==> config.mk <==
export PLATFORM = sky130hd
export DESIGN_NAME = reg_read_stage
export DESIGN_NICKNAME = d
export VERILOG_FILES = /design/src/rtl/vp_pkg.sv /design/src/rtl/rr_scoreboard.sv /design/src/rtl/reg_read_stage.sv
export SDC_FILE = /design/constraint.sdc
export NUM_CORES = 1
export LEC_CHECK = 0
export CAP_MARGIN = 15
export CELL_PAD_IN_SITES_DETAIL_PLACEMENT = 1
export CELL_PAD_IN_SITES_GLOBAL_PLACEMENT = 1
export CORE_AREA = 2 2 423 425
export DETAILED_ROUTE_END_ITERATION = 8
export DIE_AREA = 0 0 425 427
export MAX_ROUTING_LAYER = met4
export PLACE_DENSITY_LB_ADDON = 0.15
export SLEW_MARGIN = 5
export SYNTH_ARGS = -nofsm -noshare
export SYNTH_HDL_FRONTEND = slang
export SYNTH_HIERARCHICAL = 1
export SYNTH_SLANG_ARGS = --single-unit
==> constraint.sdc <==
create_clock -name clk -period 13.4 [get_ports clk]
set_clock_uncertainty 0.1 [all_clocks]
set_input_delay 2.68 -clock clk [delete_from_list [all_inputs] [get_ports clk]]
set_output_delay 2.68 -clock clk [all_outputs]
set_load 0.02 [all_outputs]
==> src/rtl/vp_pkg.sv <==
// Shared widths, bank-select encoding and pass-through field layout for the
// vector pipeline register-read stage.
package vp_pkg;

    localparam int SW   = 21;
    localparam int VW   = 192;
    localparam int NREG = 16;
    localparam int AW   = 4;

    localparam int WB_WE_BIT = 0;

    typedef enum logic {
        BANK_SCALAR = 1'b0,
        BANK_VECTOR = 1'b1
    } bank_e;

    typedef struct packed {
        logic [AW-1:0] dest;
        logic          dest_type;
        logic [1:0]    wb;
    } rr_fields_t;

    function automatic logic bank_is_vector(input logic bank);
        return (bank == BANK_VECTOR);
    endfunction

endpackage

==> src/rtl/rr_scoreboard.sv <==
// Pending-write scoreboard for the scalar and vector banks: one bit per register,
// a set port, a clear port and a three-register hazard query.
module rr_scoreboard
#(
    parameter int NREG = vp_pkg::NREG,
    parameter int AW   = vp_pkg::AW
)
(
    input  logic              clk,
    input  logic              rst,
    input  logic              set_en,
    input  logic              set_type,
    input  logic [AW-1:0]     set_reg,
    input  logic              clr_en,
    input  logic              clr_type,
    input  logic [AW-1:0]     clr_reg,
    input  logic              q1_type,
    input  logic [AW-1:0]     q1_reg,
    input  logic              q2_type,
    input  logic [AW-1:0]     q2_reg,
    input  logic              q3_en,
    input  logic              q3_type,
    input  logic [AW-1:0]     q3_reg,
    output logic [2*NREG-1:0] busy,
    output logic              hazard
);
    import vp_pkg::*;

    localparam int NB = 2 * NREG;

    logic [NB-1:0] busy_q;
    logic [NB-1:0] busy_d;
    logic [NB-1:0] set_mask_s;
    logic [NB-1:0] clr_mask_s;
    logic [NB-1:0] live_s;
    logic          hit1_s;
    logic          hit2_s;
    logic          hit3_s;

    // Scalar bank occupies the low half of the flat vector, vector bank the high half.
    function automatic logic [NB-1:0] reg_mask(input logic en, input logic bank,
                                               input logic [AW-1:0] regno);
        logic [NB-1:0] m;
        int            idx;
        m = {NB{1'b0}};
        if (bank_is_vector(bank)) begin
            idx = NREG + int'(regno);
        end else begin
            idx = int'(regno);
        end
        if (en) begin
            m = {{(NB-1){1'b0}}, 1'b1} << idx;
        end else begin
            m = {NB{1'b0}};
        end
        return m;
    endfunction

    // A writeback landing this cycle already releases its register for the query.
    always_comb begin
        set_mask_s = reg_mask(set_en, set_type, set_reg);
        clr_mask_s = reg_mask(clr_en, clr_type, clr_reg);
        live_s     = busy_q & ~clr_mask_s;
        hit1_s     = |(live_s & reg_mask(1'b1, q1_type, q1_reg));
        hit2_s     = |(live_s & reg_mask(1'b1, q2_type, q2_reg));
        hit3_s     = |(live_s & reg_mask(q3_en, q3_type, q3_reg));
        hazard     = hit1_s | hit2_s | hit3_s;
        busy_d     = live_s | set_mask_s;
    end

    // Pending bits; the set is applied after the clear so a same-cycle set wins.
    always_ff @(posedge clk or posedge rst) begin
        if (rst) begin
            busy_q <= {NB{1'b0}};
        end else begin
            busy_q <= busy_d;
        end
    end

    assign busy = busy_q;

endmodule

==> src/rtl/reg_read_stage.sv <==
// Register-read pipeline stage: hazard-gated accept, writeback forwarding into the
// operands, and a single registered output slot with a valid/ready handshake.
module reg_read_stage
#(
    parameter int SW   = vp_pkg::SW,
    parameter int VW   = vp_pkg::VW,
    parameter int NREG = vp_pkg::NREG
)
(
    input  logic                       clk,
    input  logic                       rst,
    input  logic                       in_valid,
    output logic                       in_ready,
    input  logic [$clog2(NREG)-1:0]    in_src1,
    input  logic [$clog2(NREG)-1:0]    in_src2,
    input  logic [$clog2(NREG)-1:0]    in_dest,
    input  logic                       in_src1Type,
    input  logic                       in_src2Type,
    input  logic                       in_destType,
    input  logic [1:0]                 in_wb,
    output logic [$clog2(NREG)-1:0]    rd1_addr,
    output logic [$clog2(NREG)-1:0]    rd2_addr,
    input  logic [SW-1:0]              r1e,
    input  logic [SW-1:0]              r2e,
    input  logic [VW-1:0]              r1v,
    input  logic [VW-1:0]              r2v,
    input  logic                       wb_we,
    input  logic [$clog2(NREG)-1:0]    wb_dest,
    input  logic                       wb_destType,
    input  logic [SW-1:0]              wbEscalar,
    input  logic [VW-1:0]              wbVector,
    output logic                       out_valid,
    input  logic                       out_ready,
    output logic [VW-1:0]              out_opA,
    output logic [VW-1:0]              out_opB,
    output logic [$clog2(NREG)-1:0]    out_dest,
    output logic                       out_destType,
    output logic [1:0]                 out_wb,
    output logic [2*NREG-1:0]          sb_busy
);
    import vp_pkg::*;

    localparam int RAW = $clog2(NREG);

    logic          hazard_s;
    logic          in_ready_s;
    logic          accept_s;
    logic          set_en_s;
    logic          fwd1_s;
    logic          fwd2_s;
    logic [VW-1:0] opa_s;
    logic [VW-1:0] opb_s;

    logic          out_valid_q;
    logic          out_valid_d;
    logic [VW-1:0] opa_q;
    logic [VW-1:0] opa_d;
    logic [VW-1:0] opb_q;
    logic [VW-1:0] opb_d;
    rr_fields_t    fields_q;
    rr_fields_t    fields_d;

    function automatic logic [VW-1:0] pick_operand(input logic fwd, input logic bank,
                                                   input logic [SW-1:0] rf_s,
                                                   input logic [VW-1:0] rf_v,
                                                   input logic [SW-1:0] wb_s,
                                                   input logic [VW-1:0] wb_v);
        logic [VW-1:0] v;
        v = {VW{1'b0}};
        if (bank_is_vector(bank)) begin
            if (fwd) begin
                v = wb_v;
            end else begin
                v = rf_v;
            end
        end else begin
            if (fwd) begin
                v = {{(VW-SW){1'b0}}, wb_s};
            end else begin
                v = {{(VW-SW){1'b0}}, rf_s};
            end
        end
        return v;
    endfunction

    rr_scoreboard #(
        .NREG (NREG),
        .AW   (RAW)
    ) u_sb (
        .clk      (clk),
        .rst      (rst),
        .set_en   (set_en_s),
        .set_type (in_destType),
        .set_reg  (in_dest),
        .clr_en   (wb_we),
        .clr_type (wb_destType),
        .clr_reg  (wb_dest),
        .q1_type  (in_src1Type),
        .q1_reg   (in_src1),
        .q2_type  (in_src2Type),
        .q2_reg   (in_src2),
        .q3_en    (in_wb[WB_WE_BIT]),
        .q3_type  (in_destType),
        .q3_reg   (in_dest),
        .busy     (sb_busy),
        .hazard   (hazard_s)
    );

    // Handshake: the output slot frees up in the same cycle it is drained.
    always_comb begin
        in_ready_s = !hazard_s && (!out_valid_q || out_ready);
        accept_s   = in_valid && in_ready_s;
        set_en_s   = accept_s && in_wb[WB_WE_BIT];
    end

    // Operand selection with bypass of the writeback that lands this cycle.
    always_comb begin
        fwd1_s = wb_we && (wb_dest == in_src1) && (wb_destType == in_src1Type);
        fwd2_s = wb_we && (wb_dest == in_src2) && (wb_destType == in_src2Type);
        opa_s  = pick_operand(fwd1_s, in_src1Type, r1e, r1v, wbEscalar, wbVector);
        opb_s  = pick_operand(fwd2_s, in_src2Type, r2e, r2v, wbEscalar, wbVector);
    end

    // Next state of the output slot; data only moves on accept.
    always_comb begin
        out_valid_d = out_valid_q;
        opa_d       = opa_q;
        opb_d       = opb_q;
        fields_d    = fields_q;
        if (accept_s) begin
            out_valid_d        = 1'b1;
            opa_d              = opa_s;
            opb_d              = opb_s;
            fields_d.dest      = in_dest;
            fields_d.dest_type = in_destType;
            fields_d.wb        = in_wb;
        end else if (out_ready) begin
            out_valid_d = 1'b0;
        end else begin
            out_valid_d = out_valid_q;
        end
    end

    // Output register; reset drops any held instruction.
    always_ff @(posedge clk or posedge rst) begin
        if (rst) begin
            out_valid_q <= 1'b0;
            opa_q       <= {VW{1'b0}};
            opb_q       <= {VW{1'b0}};
            fields_q    <= '{dest: {AW{1'b0}}, dest_type: 1'b0, wb: 2'b00};
        end else begin
            out_valid_q <= out_valid_d;
            opa_q       <= opa_d;
            opb_q       <= opb_d;
            fields_q    <= fields_d;
        end
    end

    assign in_ready     = in_ready_s;
    assign rd1_addr     = in_src1;
    assign rd2_addr     = in_src2;
    assign out_valid    = out_valid_q;
    assign out_opA      = opa_q;
    assign out_opB      = opb_q;
    assign out_dest     = fields_q.dest;
    assign out_destType = fields_q.dest_type;
    assign out_wb       = fields_q.wb;

endmodule
== Yosys cells after proc, flatten, opt, wreduce, memory -nomap -nowiden ==
Index checks and enable logic that the tools add are counted.

* Word-level logic and storage cells: 56
* Input port bits: 666
* Output and inout bits: 433
* Register bits after elaboration: 424

* Reduce and logical (&&, ||, !) cells: 14
* Multiplexer cells: 15
* Equal/unequal tests: 4
* Add/subtract/negate cells: 4
* Shift operators: 4
* Bitwise gates (word level): 8

{| class="wikitable"
|+ Operators by type and width
! kind !! number
|-
| two-way mux 192 bit || 4
|-
| two-way mux 32 bit || 7
|-
| bitwise AND 32 bit || 4
|-
| left shift 1 x 32 -> 32 bit (first input constant) || 4
|-
| OR reduction 32 bit || 3
|-
| two-way mux 21 bit || 2
|-
| inverter 32 bit || 1
|-
| OR 32 bit || 1
|-
| adder 5 x 4 -> 6 bit (first input constant) || 4
|-
| == test 4 bit || 2
|-
| logical AND 1 bit || 7
|-
| == test 1 bit || 2
|-
| zero test 1 bit || 2
|-
| two-way mux 1 bit || 2
|-
| OR 1 bit || 2
|-
| nonzero test 2 bit || 1
|-
| logical OR 1 bit || 1
|}

== Logic depth before layout (Yosys ltp) ==
Gate-level depths: netlist (run 1).

* Word-level depth: 16
* Depth in mapped cells: 16
* Gate-level depth less buffers: 12

== Hierarchy ==
Netlist (run 1), hierarchy kept.

{| class="wikitable"
|+ Modules (own cells, without submodules)
! module !! area each (µm²) !! cells each !! times used !! seq. area each (µm²)
|-
| reg_read_stage || 18662.9 || 1780 || 1 || 9809.4
|-
| rr_scoreboard || 2600.0 || 323 || 1 || 800.8
|}

== Worst setup path after synthesis (run 1) ==
OpenSTA, ideal clock, no wires.

* Kind: input -> output
* From: in wb_dest[2]
* To: out in_ready
* Data required time: 10.620 ns
* Stages: 8
* Path slack: 5.913 ns
* Path buffers: 1
* Data arrival time: 4.707 ns
* Cell sequence: buf_4 -> or4b_4 -> o21ai_2 -> o22ai_1 -> or4_1 -> nor4_1 -> o211ai_1 -> nor2_2

* Word-level cells in the longest chain between the ends: 12
* Elaborated cells on any way between the ends: 16
* Those cells by class: add/sub: 1; shift: 1; mux: 2; bitwise: 7; reduce/logical: 5

{| class="wikitable"
|+ Ends and longest elaborated chain
! what !! line !! source
|-
| start: declaration || reg_read_stage.sv:28 || <nowiki>input logic [$clog2(NREG)-1:0] wb_dest,</nowiki>
|-
| adder 5 x 4 -> 6 bit || rr_scoreboard.sv:47 || <nowiki>idx = NREG + int'(regno);</nowiki>
|-
| two-way mux 32 bit * || rr_scoreboard.sv:46 || <nowiki>if (bank_is_vector(bank)) begin</nowiki>
|-
| left shift 1 x 32 -> 32 bit * || rr_scoreboard.sv:52 || <nowiki>m = {{(NB-1){1'b0}}, 1'b1} << idx;</nowiki>
|-
| two-way mux 32 bit * || rr_scoreboard.sv:51 || <nowiki>if (en) begin</nowiki>
|-
| inverter 32 bit * || rr_scoreboard.sv:63 || <nowiki>live_s = busy_q & ~clr_mask_s;</nowiki>
|-
| bitwise AND 32 bit * || rr_scoreboard.sv:63 ||
|-
| bitwise AND 32 bit, on equally long branches || rr_scoreboard.sv:64, rr_scoreboard.sv:65 ||
|-
| OR reduction 32 bit, on equally long branches || rr_scoreboard.sv:64, rr_scoreboard.sv:65 ||
|-
| OR 1 bit || rr_scoreboard.sv:67 || <nowiki>hazard = hit1_s | hit2_s | hit3_s;</nowiki>
|-
| OR 1 bit * || rr_scoreboard.sv:67 ||
|-
| via hazard_s || reg_read_stage.sv:45 || <nowiki>logic hazard_s;</nowiki>
|-
| zero test 1 bit * || reg_read_stage.sv:111 || <nowiki>in_ready_s = !hazard_s && (!out_valid_q || out_ready);</nowiki>
|-
| logical AND 1 bit * || reg_read_stage.sv:111 ||
|-
| end: declaration || reg_read_stage.sv:13 || <nowiki>output logic in_ready,</nowiki>
|}

The timed path passes the listed nets; every way through them passes the cells marked *.

== Worst setup path in the final report (run 1) ==
Same ends and word-level chain as after synthesis.

==> results of run 1 <==
registers in the layout, indices dropped and copies added, names as in the netlist:
signal and cells:
out_dest 4, out_destType 1, out_opA 192, out_opB 192
out_valid 1, out_wb 2, u_sb/busy 32
path summary, 6_finish.rpt:
kind | from | endpoint | slack, ns | depth (start not counted)
min | out_dest[2] | out_dest[2] | 0.38 | 2
min in group asynchronous | rst | u_sb/busy[6] | 2.45 | 3
max in group asynchronous | rst | out_opB[100] | 8.34 | 5
max reg2reg | u_sb/busy[15] | out_opB[59] | 7.47 | 13
max | wb_dest[2] | in_ready | 3.23 | 10
min reg2reg | out_dest[2] | out_dest[2] | 0.38 | 2
power groups by stage:
stage,combinational (W),sequential [W],clock (W)
6_report,0.00229,0.00184,0.00180
5_1_grt,0.00243,0.00189,0.00193
4_1_cts,0.00235,0.00185,0.00189
3_5_place_dp,0.00234,0.00186,0
3_3_place_gp,0.00235,0.00186,0
2_1_floorplan,0.000491,0.00227,0
final cells by class:
type | count | area [um2]
fill | 20400 | 140000
timing repair buffer | 1132 | 11300
sequential | 424 | 10600
multi-input combinational | 1506 | 9740
tap | 2355 | 2950
clock buffer | 89 | 1880
clock inverter | 24 | 284
antenna | 73 | 183
inverter | 3 | 15.0
cell families after synthesis:
family	synth area share
buffers and inverters	0.0449
AOI/OAI and AO/OA	0.139
xor gates and xnor gates	0.00453
muxes	0.199
and+or+nand+nor	0.113
DFF	0.499
routing by layer:
metal | GRT usage | wire length, um | vias to the layer above
met5 | - | 0 | -
met4 | 0.0676 | 5470 | 0
met3 | 0.0615 | 11900 | 189
met2 | 0.284 | 78400 | 710
met1 | 0.181 | 59900 | 10600
li1 | - | - | 9667
worst min-delay path, cell delays in order, from the launching register on:
cell,delay (ns)
dfrtp_1,0.34
nand2_1,0.05
nand2_1,0.05
per-stage QoR:
stage,power [W],hold slack (ns),cell area [um2],worst slack [ns]
floorplan,0.00276,0.481,21300,5.35
global placement,0.00421,0.362,34600,3.11
detailed placement,0.00421,0.364,34600,3.10
CTS,0.00608,0.378,36800,3.07
global route,0.00625,0.402,37000,2.78
finish,0.00593,0.375,37000,3.23
Yosys cell counts (all sizes together) (3+ instances only):
library cell and number:
a21oi 6, a221oi 21, a22oi 22, and3 3, buf 67, clkbuf 103, dfrtp 424, inv 3
mux2 7, mux2i 410, nand2 408, nand2b 16, nand3 9, nand3b 6, nand4 8, nand4b 4
nand4bb 4, nor2 43, nor2b 10, nor3 10, nor3b 8, nor4 9, nor4b 5, o2111ai 7
o21ai 413, o221ai 22, o22ai 4, o311ai 3, o32ai 5, or2 3, or4 4, xnor2 5
xor2 6
==> impl_metrics.ini, run 1 <==
[synthesis]
ys_seq_area_frac = 0.499
synth.largest_area_cell = dfrtp_1
synth_flop_cell = dfrtp_1
async_flop_share = 1.00
synth_area_um2 = 21300
syn-num-nets = 2769
postSynthCellCount = 2103
avgSynthCellArea_um2 = 10.1
yosys.area.top_type_share = 0.499
synth-edff-count = 0
yosysUniqueCellTypes = 62
yosys-top-cells-area = dfrtp_1 (50%), mux2i_1 (19%), o21ai_1 (8.4%), nand2_1 (7.2%), clkbuf_1 (1.8%)
ys_warn_count = 6
ys_ff_latch = 424

[min_path]
min_path_type = register to register

[flow_run]
cap_violations = 0

[floorplan]
initial_core_util = 0.120
pin_count = 1099
die_area_um2 = 181000
row_count = 155
die_w_um = 425
fp.dieH_um = 427
coreArea_um2 = 177000

[setup_path]
path_delay_family = simple AND/OR/NAND/NOR gates
path_common_cell = clkdlybuf4s50_1
worst-path-buf-inv = 2
worstPathCellList = clkdlybuf4s50_1 -> nand2_1 -> o21ai_1 -> mux4_2 -> nor2_1 -> or4_1 -> nor4_1 -> o211ai_1 -> nor2_2 -> clkdlybuf4s50_1
critPathKind = input pin to output port
cp-start-kind = input pin
cp.required_ns = 10.62
cp.arrival_ns = 7.39
max_stage_delay_ns = 0.84
cp_max_fo = 13
crit_slowest_cell = clkdlybuf4s50_1
cp-end-kind = output port

[grt]
grt_overflow_total = 0
grt_pass1_wl_mm = 205
track_usage = 0.170
grt_pass1_vias = 22500
antenna_found_initial = 90
grt_start_max_net_pins = 161

[sta]
worst_slew_pin_slew_ns = 1.29
slew_headroom = 0.138
report.final.slew_viol_count = 0
period_share = 0.759
layout_min_cycle_time_ns = 10.17
fin_setup_tns_ns = 0
finalHoldViolCount = 0
setup_viol_count_final = 0
rsz0062_at_grt = false
fmax_ghz = 0.0984

[route]
num_vias = 21200
wl_per_cell_um = 27.8
postRouteAntennaNets = 0
drt_iter0_markers = 1102
drc = 0
drt_pass1_iterations = 4
viasPerCell = 3.77
wl_mm = 156

[clock_network]
cts_buffers = 67
clkTransAtPathRegs_ns = 0.05
clockBufferDepth = 3
cts_resized = 0
cts_root_buf = clkbuf_16
h-tree-depth = 3
postCtsSetupRepairBufs = 0
cts_sinks = 424
cts_tree = built
ctsHoldBuffers = 0
clk_latency_ns = 0.65

[status]
status = completed

[power_and_ir_drop]
p_leak_nw = 15.1
p_int_w = 0.00367
clkPwrFrac = 0.304
switchingPower_w = 0.00226
swShare = 0.381
p_comb_frac = 0.386
p_seq_frac = 0.311
ir_drop_mv = 0.0757
power_density_nw_per_um2 = 160

[placement]
dp_hpwl_mm = 121
numPortBuffers = 1098
place_congestion = 0.824
place_inst = 5420

[finish]
final_cells = 5606
layout-drive-gt1-share = 0.0510
postLayoutCoreUtil = 0.209
num-nets-final = 3800
final_common_cell = clkdlybuf4s50_1
syn_to_final_growth_pct = 73.8
final_cell_mix = clkdlybuf4s50_1 (1098), dfrtp_1 (424), mux2i_1 (410)
(Power assumes the default switching activity.)
==> run 2: changes to the inputs <==
--- a/config.mk
+++ b/config.mk
@@ -8,9 +8,9 @@
 export CAP_MARGIN = 15
 export CELL_PAD_IN_SITES_DETAIL_PLACEMENT = 1
 export CELL_PAD_IN_SITES_GLOBAL_PLACEMENT = 1
-export CORE_AREA = 2 2 423 425
+export CORE_AREA = 2 2 425 427
 export DETAILED_ROUTE_END_ITERATION = 8
-export DIE_AREA = 0 0 425 427
+export DIE_AREA = 0 0 427 429
 export MAX_ROUTING_LAYER = met4
 export PLACE_DENSITY_LB_ADDON = 0.15
 export SLEW_MARGIN = 5
==> constraint.sdc (replaced) <==
create_clock -name clk -period 10.4 [get_ports clk]
set_clock_uncertainty 0.1 [all_clocks]
set_input_delay 2.08 -clock clk [delete_from_list [all_inputs] [get_ports clk]]
set_output_delay 2.08 -clock clk [all_outputs]
set_load 0.02 [all_outputs]
==> impl_metrics.ini, run 2 (synthesis gave the netlist of run 1 again) <==
[setup_path]
cp.required_ns = 8.22
cp-start-kind = input pin
critPathKind = input pin to output port
worstPathCellList = clkdlybuf4s50_1 -> nand4b_1 -> o21ai_1 -> o311a_1 -> o32ai_1 -> or4_1 -> nor4_1 -> o211ai_1 -> nor2_2 -> clkdlybuf4s50_1
cp.arrival_ns = 6.60
max_stage_delay_ns = 0.77
path_common_cell = clkdlybuf4s50_1
cp_max_fo = 11
cp-end-kind = output port
reg2reg_slack_ns = 5.46
crit_slowest_cell = clkdlybuf4s50_1

[power_and_ir_drop]
p_leak_nw = 15.1
power_density_nw_per_um2 = 206
ir_drop_mv = 0.0894

[status]
status = completed

[clock_network]
cts_root_buf = clkbuf_16
postCtsSetupRepairBufs = 0
cts_tree = built
ctsHoldBuffers = 0
cts_sinks = 424
cts_resized = 0
clk_latency_ns = 0.65
cts_buffers = 66
h-tree-depth = 3
clockBufferDepth = 3
clkTransAtPathRegs_ns = 0.06

[finish]
final_common_cell = clkdlybuf4s50_1
num-nets-final = 3800
final_cell_mix = clkdlybuf4s50_1 (1098), dfrtp_1 (424), mux2i_1 (410)
layout-drive-gt1-share = 0.0484
syn_to_final_growth_pct = 73.4
final_cells = 5570
finalInstanceArea_um2 = 36900

[floorplan]
fp.dieH_um = 429
initial_core_util = 0.119
pin_count = 1099
die_area_um2 = 183000
row_count = 155
die_w_um = 427
coreArea_um2 = 178000

[sta]
report.final.slew_viol_count = 0
fin_setup_tns_ns = 0
rsz0062_at_grt = false
layout_min_cycle_time_ns = 8.78
setup_viol_count_final = 0
finalHoldViolCount = 0
slew_headroom = 0.299
worst_slack_ns = 1.62
whs_ns = 0.372
period_share = 0.844
fmax_ghz = 0.114
worst_slew_pin_slew_ns = 1.05

[grt]
grt_start_max_net_pins = 158
track_usage = 0.171
grt_overflow_total = 0
grt_pass1_vias = 22600
grt_pass1_wl_mm = 210
antenna_found_initial = 64

[route]
drc = 0
wl_per_cell_um = 28.2
viasPerCell = 3.80
drt_pass1_iterations = 4
num_vias = 21200
drt_iter0_markers = 1060
wl_mm = 157
postRouteAntennaNets = 0

[placement]
dp_slack_ns = 1.74
place_inst = 5421
numPortBuffers = 1098
place_area_um2 = 34700
place_congestion = 0.854
dp_hpwl_mm = 121

[flow_run]
cap_violations = 0

[min_path]
min_path_type = register to register
## run 2: stage by stage
stage / total power [W] / util
after floorplan: 0.00355 / -
after global routing: 0.00799 / 0.207
after global placement: 0.00541 / 0.195
after detailed placement: 0.00541 / 0.195
final: 0.00760 / 0.207
after CTS: 0.00779 / 0.207
## run 2: power by group
| group | leakage (nW) | internal, W | switching, W | total (W) |
|---|---|---|---|---|
| combinational | 8.58 | 0.00126 | 0.00169 | 0.00295 |
| sequential | 5.48 | 0.00210 | 0.000271 | 0.00237 |
| clock | 1.03 | 0.00133 | 0.000948 | 0.00228 |
| total | 15.1 | 0.00469 | 0.00291 | 0.00760 |
## run 2: worst paths after layout
path,from,endpoint,cells past startpoint
setup reg to reg,u_sb/busy[15],out_opA[140],11
hold / removal,out_destType,out_destType,2
hold reg to reg,out_destType,out_destType,2
min in group asynchronous,rst,u_sb/busy[15],3
setup / recovery,wb_destType,in_ready,10
max in group asynchronous,rst,out_opB[152],4
## run 2: final cells by class
type | count | area [um2]
flip-flops and latches | 424 | 10600
diodes | 35 | 87.6
clock inverters | 11 | 125
fillers | 20400 | 141000
clock buffers | 103 | 1970
inverters | 3 | 15.0
repair buffers | 1133 | 11400
multi-input cells | 1506 | 9750
well taps | 2355 | 2950
## run 2: critical path: cells and delay by family
kind / cells / cell delay, ns
buffers and inverters: 2 / 1.50
and+or+nand+nor: 4 / 1.88
AOI/OAI and AO/OA: 4 / 1.13
## run 2: layer usage
| layer | share of wire | up-vias | global-route usage |
|---|---|---|---|
| li1 | - | 9618 | - |
| met1 | 0.41 | 10700 | 0.196 |
| met2 | 0.51 | 684 | 0.300 |
| met3 | 0.060 | 158 | 0.0416 |
| met4 | 0.020 | 0 | 0.0352 |
| met5 | 0 | - | - |
